**config.mk**
```make
export PLATFORM = sky130hd
export DESIGN_NAME = nibble_serial_subtractor
export DESIGN_NICKNAME = d
export VERILOG_FILES = /design/src/rtl/sub_pkg.sv /design/src/rtl/slice_sub4.sv /design/src/rtl/nibble_serial_subtractor.sv
export SDC_FILE = /design/constraint.sdc
export NUM_CORES = 1
export LEC_CHECK = 0
export BUFFER_PORTS_ARGS = -buffer_cell sky130_fd_sc_hd__buf_2
export CORE_ASPECT_RATIO = 0.6
export CORE_UTILIZATION = 40
export DETAILED_ROUTE_END_ITERATION = 12
export GPL_ROUTABILITY_DRIVEN = 0
export PLACE_DENSITY_LB_ADDON = 0.25
export RECOVER_POWER = 25
export SYNTH_ARGS = -nofsm -noshare
export SYNTH_HDL_FRONTEND = slang
export SYNTH_SLANG_ARGS = --single-unit
```
**constraint.sdc**
```tcl
create_clock -name clk -period 4.2 [get_ports clk]
set_input_delay 0.84 -clock clk [delete_from_list [all_inputs] [get_ports clk]]
set_output_delay 0.84 -clock clk [all_outputs]
set_load 0.01 [all_outputs]
```
**src/rtl/sub_pkg.sv**
```systemverilog
// Shared types and sizing helpers for the nibble-serial subtractor.
package sub_pkg;

    typedef enum logic [1:0] {IDLE, RUN, DONE} state_t;

    localparam int SLICE_W = 4;

    function automatic int n_slices(input int width, input int slice = SLICE_W);
        return width / slice;
    endfunction

endpackage

```
**src/rtl/slice_sub4.sv**
```systemverilog
// Combinational W-bit lookahead slice computing a + nb + cin.
// With SUB_FLAGS_EN defined it also exports the carry into its top bit.
module slice_sub4
    import sub_pkg::*;
#(
    parameter int W = SLICE_W
) (
    input  logic [W-1:0] a,
    input  logic [W-1:0] nb,
    input  logic         cin,
    output logic [W-1:0] s,
    output logic         cout
`ifdef SUB_FLAGS_EN
    ,
    output logic         c_msb_in
`endif
);

    logic [W-1:0] g;
    logic [W-1:0] p;
    logic [W:0]   c;

    assign g = a & nb;
    assign p = a ^ nb;

    // Each carry is the OR of every generate term propagated through the bits above it.
    always_comb begin
        logic pp;
        // NOTE: every variable gets a value on every path through always_comb, otherwise a latch is inferred.
        c  = '0;
        pp = 1'b0;
        c[0] = cin;
        for (int i = 1; i <= W; i++) begin
            c[i] = g[i-1];
            pp   = p[i-1];
            for (int j = i - 2; j >= 0; j--) begin
                c[i] = c[i] | (g[j] & pp);
                pp   = pp & p[j];
            end
            c[i] = c[i] | (cin & pp);
        end
    end

    assign s    = p ^ c[W-1:0];
    assign cout = c[W];
`ifdef SUB_FLAGS_EN
    assign c_msb_in = c[W-1];
`endif

endmodule

```
**src/rtl/nibble_serial_subtractor.sv**
```systemverilog
// Multi-cycle a - b - bin, one SLICE-bit slice per clock, valid/ready on both sides.
// Define SUB_FLAGS_EN to add the registered zero/neg/ovf result flags.
module nibble_serial_subtractor
    import sub_pkg::*;
#(
    parameter int WIDTH = 32,
    parameter int SLICE = SLICE_W
) (
    input  logic             clk,
    input  logic             rst,
    input  logic             in_valid,
    output logic             in_ready,
    input  logic [WIDTH-1:0] a,
    input  logic [WIDTH-1:0] b,
    input  logic             bin,
    output logic             out_valid,
    input  logic             out_ready,
    output logic [WIDTH-1:0] diff,
    output logic             bout
`ifdef SUB_FLAGS_EN
    ,
    output logic             zero,
    output logic             neg,
    output logic             ovf
`endif
);

    localparam int N      = n_slices(WIDTH, SLICE);
    localparam int IDX_W  = (N > 1) ? $clog2(N) : 1;
    localparam int BASE_W = (WIDTH > 1) ? $clog2(WIDTH) : 1;
    localparam logic [IDX_W-1:0] LAST = IDX_W'(N - 1);

    if (WIDTH % SLICE != 0) begin : g_bad_width
        $error("WIDTH must be an integer multiple of SLICE");
    end

    state_t              state;
    logic [IDX_W-1:0]    idx;
    logic [WIDTH-1:0]    a_q;
    logic [WIDTH-1:0]    nb_q;
    logic                carry_q;
    logic [BASE_W-1:0]   base;
    logic [SLICE-1:0]    s_sl;
    logic                cout_sl;
    logic [WIDTH-1:0]    diff_next;
`ifdef SUB_FLAGS_EN
    logic                c_msb_sl;
`endif

    assign in_ready  = (state == IDLE);
    assign out_valid = (state == DONE);
    assign base      = BASE_W'(int'(idx) * SLICE);

    // Single slice shared across all steps; the index selects which operand bits it sees.
    slice_sub4 #(.W(SLICE)) u_slice (
        .a        (a_q[base +: SLICE]),
        .nb       (nb_q[base +: SLICE]),
        .cin      (carry_q),
        .s        (s_sl),
        .cout     (cout_sl)
`ifdef SUB_FLAGS_EN
        ,
        .c_msb_in (c_msb_sl)
`endif
    );

    always_comb begin
        diff_next = diff;
        diff_next[base +: SLICE] = s_sl;
    end

    // NOTE: sequential state uses non-blocking assignments so every register samples pre-edge values.
    always_ff @(posedge clk or posedge rst) begin
        if (rst) begin
            state   <= IDLE;
            idx     <= '0;
            // NOTE: operand copies are reset too, so nothing observable ever depends on power-up contents.
            a_q     <= '0;
            nb_q    <= '0;
            carry_q <= 1'b0;
            diff    <= '0;
            bout    <= 1'b0;
`ifdef SUB_FLAGS_EN
            zero    <= 1'b0;
            neg     <= 1'b0;
            ovf     <= 1'b0;
`endif
        end else begin
            case (state)
                IDLE: begin
                    if (in_valid) begin
                        a_q     <= a;
                        nb_q    <= ~b;
                        carry_q <= ~bin;
                        idx     <= '0;
                        state   <= RUN;
                    end
                end
                RUN: begin
                    diff    <= diff_next;
                    carry_q <= cout_sl;
                    if (idx == LAST) begin
                        bout  <= ~cout_sl;
`ifdef SUB_FLAGS_EN
                        zero  <= (diff_next == '0);
                        neg   <= s_sl[SLICE-1];
                        ovf   <= cout_sl ^ c_msb_sl;
`endif
                        state <= DONE;
                    end else begin
                        idx <= idx + 1'b1;
                    end
                end
                DONE: begin
                    if (out_ready) state <= IDLE;
                end
                default: state <= IDLE;
            endcase
        end
    end

endmodule
```
Yosys cells after proc, flatten, opt, wreduce, memory -nomap -nowiden
Index checks and enable logic that the tools add are counted.

Register bits: 103. Input bits: 69. Word-level logic and storage cells: 69. Output and inout bits: 35.

Add/sub/neg operators: 2. Shift-type cells: 4. Bitwise logic cells: 32. Reduce and logical (&&, ||, !) cells: 7. Mux-type cells: 10. Equal/unequal tests: 7.

Operators by type and width (number): 32-bit by 6-bit indexed part select with 4-bit output (2); 32-bit bitwise mux (1); 32-bit inverter (1); 4-bit by 7-bit variable shift with 32-bit output (first input constant) (1); 4-bit by 7-bit indexed part select with 32-bit output (1); 1-bit bitwise AND (16); 1-bit OR (10); 4-bit bitwise XOR (2); 5-bit negator with 7-bit output (1); 2-bit two-way mux (3); 3-bit two-way mux (2); 2-bit inequality test (second input constant) (3); 2-bit one-hot mux with 3 select lines (1); 3-bit one-hot mux with 2 select lines (1); 2-bit AND reduction (3); 3-bit AND reduction (2); 4-bit bitwise AND (1); 3-bit by 1-bit adder with 3-bit output (second input constant) (1); 3-bit equality test (second input constant) (1); 2-bit by 1-bit equality test with 1-bit output (second input constant) (1); 2-bit equality test (second input constant) (1); 2-bit logical NOT (1); 2-bit by 1-bit inequality test with 1-bit output (second input constant) (1); 1-bit inverter (2); other kinds (3) (3).

Longest topological paths before layout
Word-level depth: 9. Depth in mapped cells: 10.

Hierarchy
A second synthesis with hierarchy kept.

Cells, all modules: 364. Area total of the unflattened synthesis: 4739.5 um^2.

Modules (own cells, without submodules): nibble_serial_subtractor (sequential area each 2577.5 um^2, area each 4606.9 um^2, times used 1, cells each 351); slice_sub4 (sequential area each 0.0 um^2, area each 132.6 um^2, times used 1, cells each 13).

Worst setup path after synthesis
No wires, ideal clock.

Kind: reg2reg. Start point: register idx[0]. End point: register diff[19]. Cell stages (with the launch flop): 11. Library setup time: 0.152 ns. Setup slack: 1.274 ns. Data required time: 4.048 ns. Clock period less this slack: 2.926 ns. Arrival: 2.774 ns. Cells stage by stage: dfrtp_1 -> buf_4 -> mux4_2 -> nand2_1 -> and2_1 -> inv_1 -> ha_1 -> a211oi_1 -> o21bai_1 -> xnor2_1 -> mux2i_1.

Cells in the longest elaborated chain, start to end: 9.

Ends and longest elaborated chain: from (decl) (line nibble_serial_subtractor.sv:38) `logic [IDX_W-1:0] idx;`; from (signal assigned) (line nibble_serial_subtractor.sv:111) `idx <= idx + 1'b1;`; 32-bit by 6-bit indexed part select with 4-bit output, on equally long branches (line nibble_serial_subtractor.sv:56, nibble_serial_subtractor.sv:57); 4-bit bitwise AND or 4-bit bitwise XOR (tied branches) (line slice_sub4.sv:23, slice_sub4.sv:24); 1-bit bitwise AND, on equally long branches (line slice_sub4.sv:37, slice_sub4.sv:38); 1-bit OR (tied with other cells) (line slice_sub4.sv:37) `c[i] = c[i] | (g[j] & pp);`; 1-bit OR or 1-bit bitwise AND (tied branches) (line slice_sub4.sv:37, slice_sub4.sv:40); 1-bit OR (line slice_sub4.sv:40) `c[i] = c[i] | (cin & pp);`; 4-bit bitwise XOR (line slice_sub4.sv:44) `assign s = p ^ c[W-1:0];`; 4-bit by 7-bit indexed part select with 32-bit output (line nibble_serial_subtractor.sv:69) `diff_next[base +: SLICE] = s_sl;`; 32-bit bitwise mux (*) (line nibble_serial_subtractor.sv:69); to (signal assigned) (line nibble_serial_subtractor.sv:100) `diff <= diff_next;`; to (decl) (line nibble_serial_subtractor.sv:18) `output logic [WIDTH-1:0] diff,`.

Every way passes the cells marked *; elsewhere a longest branch is shown, timed or not. A chain may end at the register's enable or synchronous reset.

Worst setup path after layout
Ends and elaborated chain as after synthesis.

==> impl_metrics.yaml <==
run_status:
  run_status: "complete, no violations"
place:
  place_area_sq_mm: 0.00538
  portBuffers: 103
  hpwl_mm: 7.77
route:
  ant_nets: 0
  dr_total_vias: 3269
  first_iter_violations: 101
  drt_pass1_iterations: 4
  remaining_drc_errors: 0
  drt_wl_total_mm: 10.5
  wl_per_cell_um: 16.2
  vias_per_cell: 5.03
final_layout:
  nFillCells: 1050
  area_growth_pct: 20.8
  ff_latch_area_sq_mm: 0.00258
  postLayoutCellArea_sq_mm: 0.00568
  diodes: 0
  nNetsFinal: 566
  drive_above_1_share_pct: 40.6
  multi_input_area_sq_mm: 0.00199
setup_path:
  required_ns: 4.41
  end_kind: "flop"
  startpoint_type: "flop"
  cp.arrival_ns: 3.42
  crit_fanout: 13
  crit_type: "flop to flop"
synthesis:
  synth_fp_nets: 465
  synth_area_leaders: "dfrtp_1 55%, mux2_2 11%, mux4_2 7.7%"
  ys.flop_type: "dfrtp_1"
  syn-cell-area_sq_mm: 0.00471
  synth_cells: 384
  synth_seq_cells: 103
  yosysWarnings: 0
  synth.top_cell.area_share_pct: 54.8
  synth.distinct_cells: 40
  synthArstFlopShare_pct: 100
  syn_area_per_cell_sq_um: 12.3
  yosysSeqAreaShare_pct: 54.8
  synth_edf_count: 0
  synth_top_area_cell: "dfrtp_1"
power:
  powerDensity_mw_per_mm2: 914
  seqPwrFrac_pct: 34.2
  power_frac_clock_pct: 16.6
  p_sw_mw: 2.08
  p_int_mw: 3.11
  power_mw: 5.19
  comb_power_share_pct: 49.3
  p_leak_nw: 2.68
  swShare_pct: 40.1
  ir_drop_uv: 414
timing:
  tightest_slew_ns: 1.01
  finalCriticalPeriod_ns: 3.22
  relSlewSlack_pct: 32.9
  post-route-period-util_pct: 76.6
  clock_skew_ns: 0.0109
  finalSetupViolCount: 0
  rsz0062_at_grt: "no"
  fin_tns_setup_ns: 0
  finalHoldViolCount: 0
  slew_viol_final: 0
  max_clock_freq_mhz: 311
  holdWs_ns: 0.488
global_route:
  grt_pass1_vias: 3317
  grt_pass1_wl_mm: 17.1
  track_usage_pct: 18.6
  grt_remaining_overflow: 0
  antenna_found_initial: 0
  grt_start_max_net_pins: 97
clock_network:
  cts-root-buf: "clkbuf_16"
  clock_latency_ns: 0.35
  post_cts_buffers: 0
  cts_buffers: 9
  cts_hold_buf: 0
  cts.htree.levels: 3
  clkSinkCount: 103
  cts_resized: 0
  cts_tree: "done"
  cts.clk_slew.worst_paths_ns: 0.06
  clock_path_buffers: 2
die:
  num_rows: 30
  core_sq_mm: 0.0114
  die_y_um: 86.0
  initial_utilization_pct: 41.4
  pin_count: 104
  die_area_sq_mm: 0.0122
  dieWidth_um: 142
min_path:
  hold_class: "flop to flop"
run:
  cap_violations: 0
## area by class of cell
type	count	area share, %
well taps	160	3.52
repair buffers	109	9.84
clock inverters	5	0.991
inverters	12	0.836
flip-flops and latches	103	45.3
clock buffers	11	4.45
multi-input cells	250	35.0
## critical path, cell delays in order (launching register included)
cell and delay (ns):
dfrtp_1 0.84, buf_4 0.29, mux4_2 0.50, nand2_1 0.07, and2_1 0.16, inv_1 0.05, ha_1 0.26, a211oi_1 0.29
o21bai_1 0.17, xnor2_1 0.15, buf_4 0.19, mux2i_1 0.09
## layer usage
metal	GRT usage [%]	up-vias	wire length (um)
li1	-	1554	-
met1	27.5	1616	5340
met2	27.0	92	4350
met3	5.19	7	738
met4	4.40	0	91
met5	0	-	0
## sequential cells by signal, indices dropped and copies added, names as in the netlist
name / cells
a_q: 32
diff: 32
nb_q: 32
idx: 3
state: 2
bout: 1
carry_q: 1
## logic make-up (layout without fill, tap and decap cells)
family	Yosys count	after routing	share of synthesized area [%]
buffers and inverters	31	137	2.98
AO/OA/AOI/OAI	63	63	8.53
multiplexers	65	65	19.3
XOR/XNOR	3	3	0.558
flip-flops	103	103	54.8
adder cells (fa/ha/maj)	12	12	3.35
AND/OR/NAND/NOR	107	107	10.5
## cell usage in the layout, fill, tap and decap left out, types with 3 or more instances in the layout
cell / count
a21oi_1: 35
a22o_1: 3
buf_2: 102
buf_4: 6
clkbuf_16: 9
dfrtp_1: 103
ha_1: 11
inv_1: 10
mux2_2: 46
mux2i_1: 3
mux4_2: 16
nand2_1: 33
nand2_2: 4
nand3_1: 5
nor2_1: 47
o21ai_0: 3
o21ai_2: 4
o2bb2ai_1: 12
## synth_stat cells (all sizes together), types with 2 or more instances
library cell and number:
nor3 3, ha 11, nand3 5, a21oi 35, o21ai 7, inv 11, and2 3, mux4 16
a22o 3, xnor2 2, mux2 46, nand3b 2, nand2b 2, dfrtp 103, mux2i 3, o21bai 2
nor2 47, buf 14, o2bb2ai 12, nand2 37, clkbuf 5, nand4 2, a211oi 2
## final timing paths
check,from,cells past startpoint,to,slack [ns]
hold / removal,diff[26],1,diff[26],0.49
setup / recovery,idx[0],11,diff[19],0.98
setup reg to reg,idx[0],11,diff[19],0.98
max in group asynchronous,rst,3,nb_q[0],2.60
hold reg to reg,diff[26],1,diff[26],0.49
min in group asynchronous,rst,2,a_q[10],0.73
## through the flow
stage                     util (%)  instances  setup WS, ns
after CTS                     50.0        650         0.891
after detailed placement      47.3        634         0.921
after global routing          50.0        650         0.670
after floorplan                  -        384         0.656
after global placement        47.3        634         0.967
final                         50.0        650         0.983
## power by group through the flow
stage	logic [mW]	clock network [mW]	registers (mW)
2_1_floorplan	1.83	0	1.68
3_3_place_gp	2.52	0	1.78
3_5_place_dp	2.58	0	1.79
4_1_cts	2.58	0.869	1.78
5_1_grt	2.86	0.915	1.84
6_report	2.56	0.860	1.77
(Power assumes the default switching activity.)
